$ cat config.mk
export PLATFORM = sky130hd
export DESIGN_NAME = hilo_acc_unit_flat
export DESIGN_NICKNAME = d
export VERILOG_FILES = /design/src/rtl/hilo_pkg.sv /design/src/rtl/hilo_acc_unit_if.sv /design/src/rtl/hilo_acc_alu.sv /design/src/rtl/hilo_acc_unit.sv /design/src/flat_wrapper.sv
export SDC_FILE = /design/constraint.sdc
export NUM_CORES = 1
export LEC_CHECK = 0
export BUFFER_PORTS_ARGS = -buffer_cell sky130_fd_sc_hd__buf_2
export CORE_ASPECT_RATIO = 0.7
export CORE_UTILIZATION = 53
export CTS_CLUSTER_SIZE = 40
export DETAILED_ROUTE_END_ITERATION = 8
export GPL_TIMING_DRIVEN = 0
export PLACE_DENSITY = 0.82
export SYNTH_ARGS = -nofsm -noshare
export SYNTH_HDL_FRONTEND = slang
export SYNTH_SLANG_ARGS = --single-unit
export TNS_END_PERCENT = 20
$ cat constraint.sdc
create_clock -name clk -period 2 [get_ports clk]
set_clock_uncertainty 0.05 [all_clocks]
set_input_delay 0.2 -clock clk [delete_from_list [all_inputs] [get_ports clk]]
set_output_delay 0.2 -clock clk [all_outputs]
set_load 0.05 [all_outputs]
$ cat src/rtl/hilo_pkg.sv
// Shared opcode encodings and width helpers for the HI/LO accumulate unit.
// HILO_ACC_EN enables the ACC_ADD/ACC_SUB opcodes; when undefined they decode as NOP.
package hilo_pkg;

    typedef logic [2:0] hilo_op_t;

    localparam hilo_op_t HILO_OP_NOP     = 3'd0;
    localparam hilo_op_t HILO_OP_WR_HI   = 3'd1;
    localparam hilo_op_t HILO_OP_WR_LO   = 3'd2;
    localparam hilo_op_t HILO_OP_WR_BOTH = 3'd3;
    localparam hilo_op_t HILO_OP_WR_PROD = 3'd4;
    localparam hilo_op_t HILO_OP_ACC_ADD = 3'd5;
    localparam hilo_op_t HILO_OP_ACC_SUB = 3'd6;
    localparam hilo_op_t HILO_OP_RSVD    = 3'd7;

    // Architectural {HI,LO} width for a given half width.
    function automatic int hilo_w(input int data_w);
        return 2 * data_w;
    endfunction

    // True for opcodes that occupy the pending stage; everything else is a NOP.
    function automatic logic hilo_op_active(input hilo_op_t op);
        logic act;
        case (op)
            HILO_OP_WR_HI,
            HILO_OP_WR_LO,
            HILO_OP_WR_BOTH,
            HILO_OP_WR_PROD: act = 1'b1;
`ifdef HILO_ACC_EN
            HILO_OP_ACC_ADD,
            HILO_OP_ACC_SUB: act = 1'b1;
`endif
            default:         act = 1'b0;
        endcase
        return act;
    endfunction

endpackage

$ cat src/rtl/hilo_acc_unit_if.sv
// Request/response bundle between the pipeline control and the HI/LO unit.
// Pipeline control holds the master side; hilo_acc_unit holds the slave side.
interface hilo_acc_unit_if #(
    parameter int DATA_W = 32
);
    import hilo_pkg::*;

    logic                  stall;
    logic                  flush;
    logic                  req_valid;
    hilo_op_t              req_op;
    logic [DATA_W-1:0]     req_hi;
    logic [DATA_W-1:0]     req_lo;
    logic [2*DATA_W-1:0]   req_prod;
    logic [2*DATA_W-1:0]   hilo_out;
    logic [2*DATA_W-1:0]   hilo_fwd;
    logic                  busy;

    modport master (
        output stall,
        output flush,
        output req_valid,
        output req_op,
        output req_hi,
        output req_lo,
        output req_prod,
        input  hilo_out,
        input  hilo_fwd,
        input  busy
    );

    modport slave (
        input  stall,
        input  flush,
        input  req_valid,
        input  req_op,
        input  req_hi,
        input  req_lo,
        input  req_prod,
        output hilo_out,
        output hilo_fwd,
        output busy
    );

endinterface

$ cat src/rtl/hilo_acc_alu.sv
// Next-value function for {HI,LO}: shared by the commit path and the forwarding path.
// The 2*DATA_W adder/subtractor only exists when HILO_ACC_EN is defined.
module hilo_acc_alu
    import hilo_pkg::*;
#(
    parameter int DATA_W = 32
) (
    input  hilo_op_t              op,
    input  logic [2*DATA_W-1:0]   hilo,
    input  logic [DATA_W-1:0]     hi,
    input  logic [DATA_W-1:0]     lo,
    input  logic [2*DATA_W-1:0]   prod,
    output logic [2*DATA_W-1:0]   next_hilo
);

    always_comb begin
        next_hilo = hilo;
        case (op)
            HILO_OP_WR_HI:   next_hilo = {hi, hilo[DATA_W-1:0]};
            HILO_OP_WR_LO:   next_hilo = {hilo[2*DATA_W-1:DATA_W], lo};
            HILO_OP_WR_BOTH: next_hilo = {hi, lo};
            HILO_OP_WR_PROD: next_hilo = prod;
`ifdef HILO_ACC_EN
            // Modulo 2^(2*DATA_W); signedness was already resolved by the multiplier.
            HILO_OP_ACC_ADD: next_hilo = hilo + prod;
            HILO_OP_ACC_SUB: next_hilo = hilo - prod;
`endif
            default:         next_hilo = hilo;
        endcase
    end

endmodule

$ cat src/rtl/hilo_acc_unit.sv
// HI/LO register unit: one pending stage in front of the architectural {HI,LO}.
// Optional HILO_ACC_EN adds MADD/MSUB-style accumulate (ops 5/6).
module hilo_acc_unit
    import hilo_pkg::*;
#(
    parameter int DATA_W = 32
) (
    input  logic              clk,
    input  logic              rst,
    hilo_acc_unit_if.slave    bus
);

    localparam int HILO_W = hilo_w(DATA_W);

    logic [HILO_W-1:0]  hilo_reg;
    logic [HILO_W-1:0]  alu_next;
    logic               pend_valid;
    hilo_op_t           pend_op;
    logic [DATA_W-1:0]  pend_hi;
    logic [DATA_W-1:0]  pend_lo;
    logic [HILO_W-1:0]  pend_prod;
    logic               issue;

    assign issue = bus.req_valid && !bus.stall && !bus.flush && hilo_op_active(bus.req_op);

    hilo_acc_alu #(
        .DATA_W    (DATA_W)
    ) u_alu (
        .op        (pend_op),
        .hilo      (hilo_reg),
        .hi        (pend_hi),
        .lo        (pend_lo),
        .prod      (pend_prod),
        .next_hilo (alu_next)
    );

    // A new op can be accepted on the same edge that commits the previous one,
    // so chained accumulates see the already-updated hilo_reg with no bubble.
    always_ff @(posedge clk) begin
        if (rst) begin
            hilo_reg   <= '0;
            pend_valid <= 1'b0;
            pend_op    <= HILO_OP_NOP;
            pend_hi    <= '0;
            pend_lo    <= '0;
            pend_prod  <= '0;
        end else if (bus.flush) begin
            pend_valid <= 1'b0;
        end else if (!bus.stall) begin
            if (pend_valid) begin
                hilo_reg <= alu_next;
            end
            pend_valid <= issue;
            if (issue) begin
                pend_op   <= bus.req_op;
                pend_hi   <= bus.req_hi;
                pend_lo   <= bus.req_lo;
                pend_prod <= bus.req_prod;
            end
        end
    end

    assign bus.hilo_out = hilo_reg;
    assign bus.hilo_fwd = pend_valid ? alu_next : hilo_reg;
    assign bus.busy     = pend_valid;

endmodule

$ cat src/flat_wrapper.sv
// flat-port wrapper written by rule: the top's interface ports become plain ports
module hilo_acc_unit_flat import hilo_pkg::*;
#(
    parameter int DATA_W = 32
)
  (clk, rst, bus_stall, bus_flush, bus_req_valid, bus_req_op, bus_req_hi, bus_req_lo, bus_req_prod, bus_hilo_out, bus_hilo_fwd, bus_busy);
  hilo_acc_unit_if #(.DATA_W(DATA_W)) bus_i ();
  input  logic clk;
  input  logic rst;
  input wire logic [$bits(bus_i.stall)-1:0] bus_stall;
  input wire logic [$bits(bus_i.flush)-1:0] bus_flush;
  input wire logic [$bits(bus_i.req_valid)-1:0] bus_req_valid;
  input wire logic [$bits(bus_i.req_op)-1:0] bus_req_op;
  input wire logic [$bits(bus_i.req_hi)-1:0] bus_req_hi;
  input wire logic [$bits(bus_i.req_lo)-1:0] bus_req_lo;
  input wire logic [$bits(bus_i.req_prod)-1:0] bus_req_prod;
  output wire logic [$bits(bus_i.hilo_out)-1:0] bus_hilo_out;
  output wire logic [$bits(bus_i.hilo_fwd)-1:0] bus_hilo_fwd;
  output wire logic [$bits(bus_i.busy)-1:0] bus_busy;
  assign bus_i.stall = bus_stall;
  assign bus_i.flush = bus_flush;
  assign bus_i.req_valid = bus_req_valid;
  assign bus_i.req_op = bus_req_op;
  assign bus_i.req_hi = bus_req_hi;
  assign bus_i.req_lo = bus_req_lo;
  assign bus_i.req_prod = bus_req_prod;
  assign bus_hilo_out = bus_i.hilo_out;
  assign bus_hilo_fwd = bus_i.hilo_fwd;
  assign bus_busy = bus_i.busy;
  hilo_acc_unit #(.DATA_W(DATA_W)) u_core (.clk(clk), .rst(rst), .bus(bus_i));
endmodule
==> results.yml <==
power_and_ir_drop:
  peakVddDrop_mv: 0.497
  p_seq_share_pct: 47.1
  switching_share_pct: 24.3
  power_switching_uw: 2060
  leakagePower_uw: 0.00540
  comb_power_share_pct: 10.1
  p_int_uw: 6450
  clkPwrFrac_pct: 42.7
  power.density_nw_per_um2: 610
  finalPower_uw: 8510
setup_path:
  cp_slowest_cell: "dfxtp_2"
  critical-path-top-delay-family: "buffers and inverters"
  endpoint_kind: "primary output"
  worst_ep_required_time_ns: 1.75
  cp_slowest_stage_delay_ns: 0.36
  crit_path_cell_trace: "nor2_4 -> clkbuf_2 -> a32oi_1 -> o2bb2ai_2 -> buf_6"
  arrival_ns: 2.03
  startpoint_type: "register"
  crit_fanout: 10
  worstSetupPathType: "reg -> out"
  path_buf_inv: 2
timing:
  timing.final.crit_period_ns: 2.28
  tightest_slew_ns: 0.718
  slew_viol_final: 0
  fin_hold_ws_ns: -0.000984
  setup_slack_ns: -0.283
  hold_viol: 1
  setup_viol: 64
  max_slew_margin_pct: 52.1
  max_clock_freq_ghz: 0.438
  rsz0062_at_grt: "true"
  period_share_pct: 114
floorplanning:
  die_width_um: 162
  io_pins: 265
  start_util_pct: 54.6
  dieHeight_um: 114
  row_count: 40
  core_area_um2: 17300
  die_area_um2: 18400
job:
  max_cap_viol_count: 0
cts:
  cts_tree: "yes"
  htree_levels: 4
  clk_pin_slew_ns: 0.07
  worstSkewPairLatency_ns: 0.43
  numCtsBuffers: 17
  cts_sinks: 196
  cts_buffer_depth: 2
  clockRootBuffer: "clkbuf_16"
route:
  drt_iter0_drc: 979
  first_pass_iters: 5
  drt-vias-per-instance: 5.88
  drc: 0
  postRouteAntennaNets: 0
  routedWlPerCell_um: 21.2
  vias: 9492
  drt-total-wl_mm: 34.2
place:
  port_buffers: 264
  place_congestion: 0.841
  post_dp_cell_area_um2: 11100
  place_hpwl_mm: 20.7
run_status:
  status: "finished, violations left"
  violations: "negative hold slack, negative setup slack"
grt:
  use_met2_pct: 58.2
  grt_usage_pct: 36.1
  met3_usage_pct: 6.22
  busiest_layer: "met2"
  grt_pass1_wl_mm: 51.1
  antenna_found_initial: 1
  met1_usage_pct: 47.6
  first_global_vias: 9362
  grt_max_degree: 18
  grt.overflow.total: 0
synthesis:
  synth_cell_type_count: 28
  synth.yosys.seq_area_share_pct: 41.5
  syn_area_per_cell_um2: 9.83
  synthArstFlopShare_pct: 0
  synth_cells: 961
  ys_warn_count: 0
  synth_ff_type: "dfxtp_1"
  synth_edf_count: 0
  synth_area_um2: 9450
  ys_ff_latch: 196
  syn-num-nets: 1097
layout:
  fin_nets: 1503
  stdcell_area_um2: 14000
  syn2layout_area_growth_pct: 47.6
  drive_above_1_share_pct: 30.7
worst_hold_path:
  hold_path.class: "in -> reg"
[power groups by stage]
stage | clock [uW] | sequential (uW) | combinational, uW
after floorplan | 0 | 4080 | 359
after detailed placement | 0 | 4100 | 625
after global routing | 3810 | 4020 | 907
final | 3640 | 4010 | 862
after global placement | 0 | 4090 | 616
after CTS | 3620 | 4010 | 813
[path summary, 6_finish.rpt]
path	slack [ns]	depth (start not counted)	endpoint	from
max reg2reg	0.03	5	u_core.bus.hilo_out[49]	u_core.bus.busy
min reg2reg	0.42	2	u_core.pend_prod[13]	u_core.pend_prod[13]
min	-0.001	3	u_core.pend_prod[0]	bus_req_prod[0]
max	-0.28	5	bus_hilo_fwd[16]	u_core.pend_op[0]
[state kept, by name, indices dropped and copies added, names as in the netlist]
register             flops
u_core.pend_op           3
u_core.pend_hi          32
u_core.pend_prod        64
u_core.bus.busy          1
u_core.bus.hilo_out     64
u_core.pend_lo          32
[per-layer routing]
| layer | routed length (um) | vias to the layer above |
|---|---|---|
| met5 | 0 | - |
| met4 | 1320 | 0 |
| met3 | 2570 | 108 |
| met2 | 15900 | 532 |
| met1 | 14400 | 4615 |
| li1 | - | 4237 |
[Yosys cell counts, types with 2 or more instances]
cell / count / area, um2
o21ai_1: 2 / 10.0
a32o_1: 11 / 110
o21ba_2: 2 / 20.0
a22o_1: 53 / 464
inv_1: 33 / 124
clkbuf_1: 59 / 221
a32oi_1: 31 / 272
buf_6: 3 / 33.8
dfxtp_1: 196 / 3920
mux2i_1: 131 / 1310
o32ai_1: 32 / 280
o2bb2ai_1: 64 / 561
nor2_1: 4 / 15.0
nor2b_1: 3 / 18.8
buf_2: 31 / 155
nand2b_1: 294 / 1840
[metrics by stage]
step                std cells  util [%]  setup TNS (ns)  setup WS [ns]  hold slack (ns)
floorplan                 961         -           -4.86         -0.157            0.305
global placement         1456      63.9          -18.95         -0.359            0.407
detailed placement       1456      63.9          -22.99         -0.393            0.412
CTS                      1607      79.6          -10.77         -0.206         0.000697
global route             1613      80.5          -17.16         -0.335         0.000236
finish                   1614      80.6          -13.70         -0.283        -0.000984
[cells in the final DEF, fill, tap and decap left out, types with 3 or more instances in the layout]
master           n
clkbuf_8         9
inv_1           33
buf_6           74
inv_6            5
a32oi_1         26
o2bb2ai_1       32
buf_2          225
dfxtp_1        192
o2bb2ai_4        9
clkinv_2         3
buf_8            3
a22o_1          51
clkbuf_2         9
clkbuf_1        36
bufinv_16        3
o2bb2ai_2       23
dlygate4sd3_1  107
dfxtp_2          4
a32o_1           9
buf_4           10
clkbuf_4         6
a32oi_2          5
diode_2          3
mux2i_1        131
clkbuf_16       22
nand2b_1       294
o32ai_1         32
nor2b_1          3
[worst register-to-register path, cell delays in order (launching register included)]
cell       delay [ns]
dfxtp_2          0.38
buf_6            0.18
or3b_1           0.45
nor2_2           0.35
buf_2            0.34
o2bb2ai_1        0.16
[kinds of logic after synthesis]
logic type,count (synthesis),synth area share [%]
flip-flops,196,41.5
AO/OA/AOI/OAI,198,18.4
buffers and inverters,129,5.83
multiplexers,131,13.9
AND/OR/NAND/NOR,307,20.4
[layout make-up]
cell class / instances / area (um2)
Clock buffer: 18 / 439
Antenna cell: 3 / 7.51
Multi-Input combinational cell: 636 / 5380
Fill cell: 1060 / 3370
Inverter: 33 / 124
Clock inverter: 14 / 173
Tap cell: 231 / 289
Buffer: 95 / 624
Timing Repair Buffer: 388 / 2990
Sequential cell: 196 / 3930
[what timing repair did]
item                                    CTS  global route
hold buffers                            107             0
gates cloned                              3             1
setup buffers                            10             3
pin swaps                                24             5
endpoints found under the setup margin   94           126
resized for setup                       241            24
endpoints found under the hold margin   107             0
(Power assumes the default switching activity.)
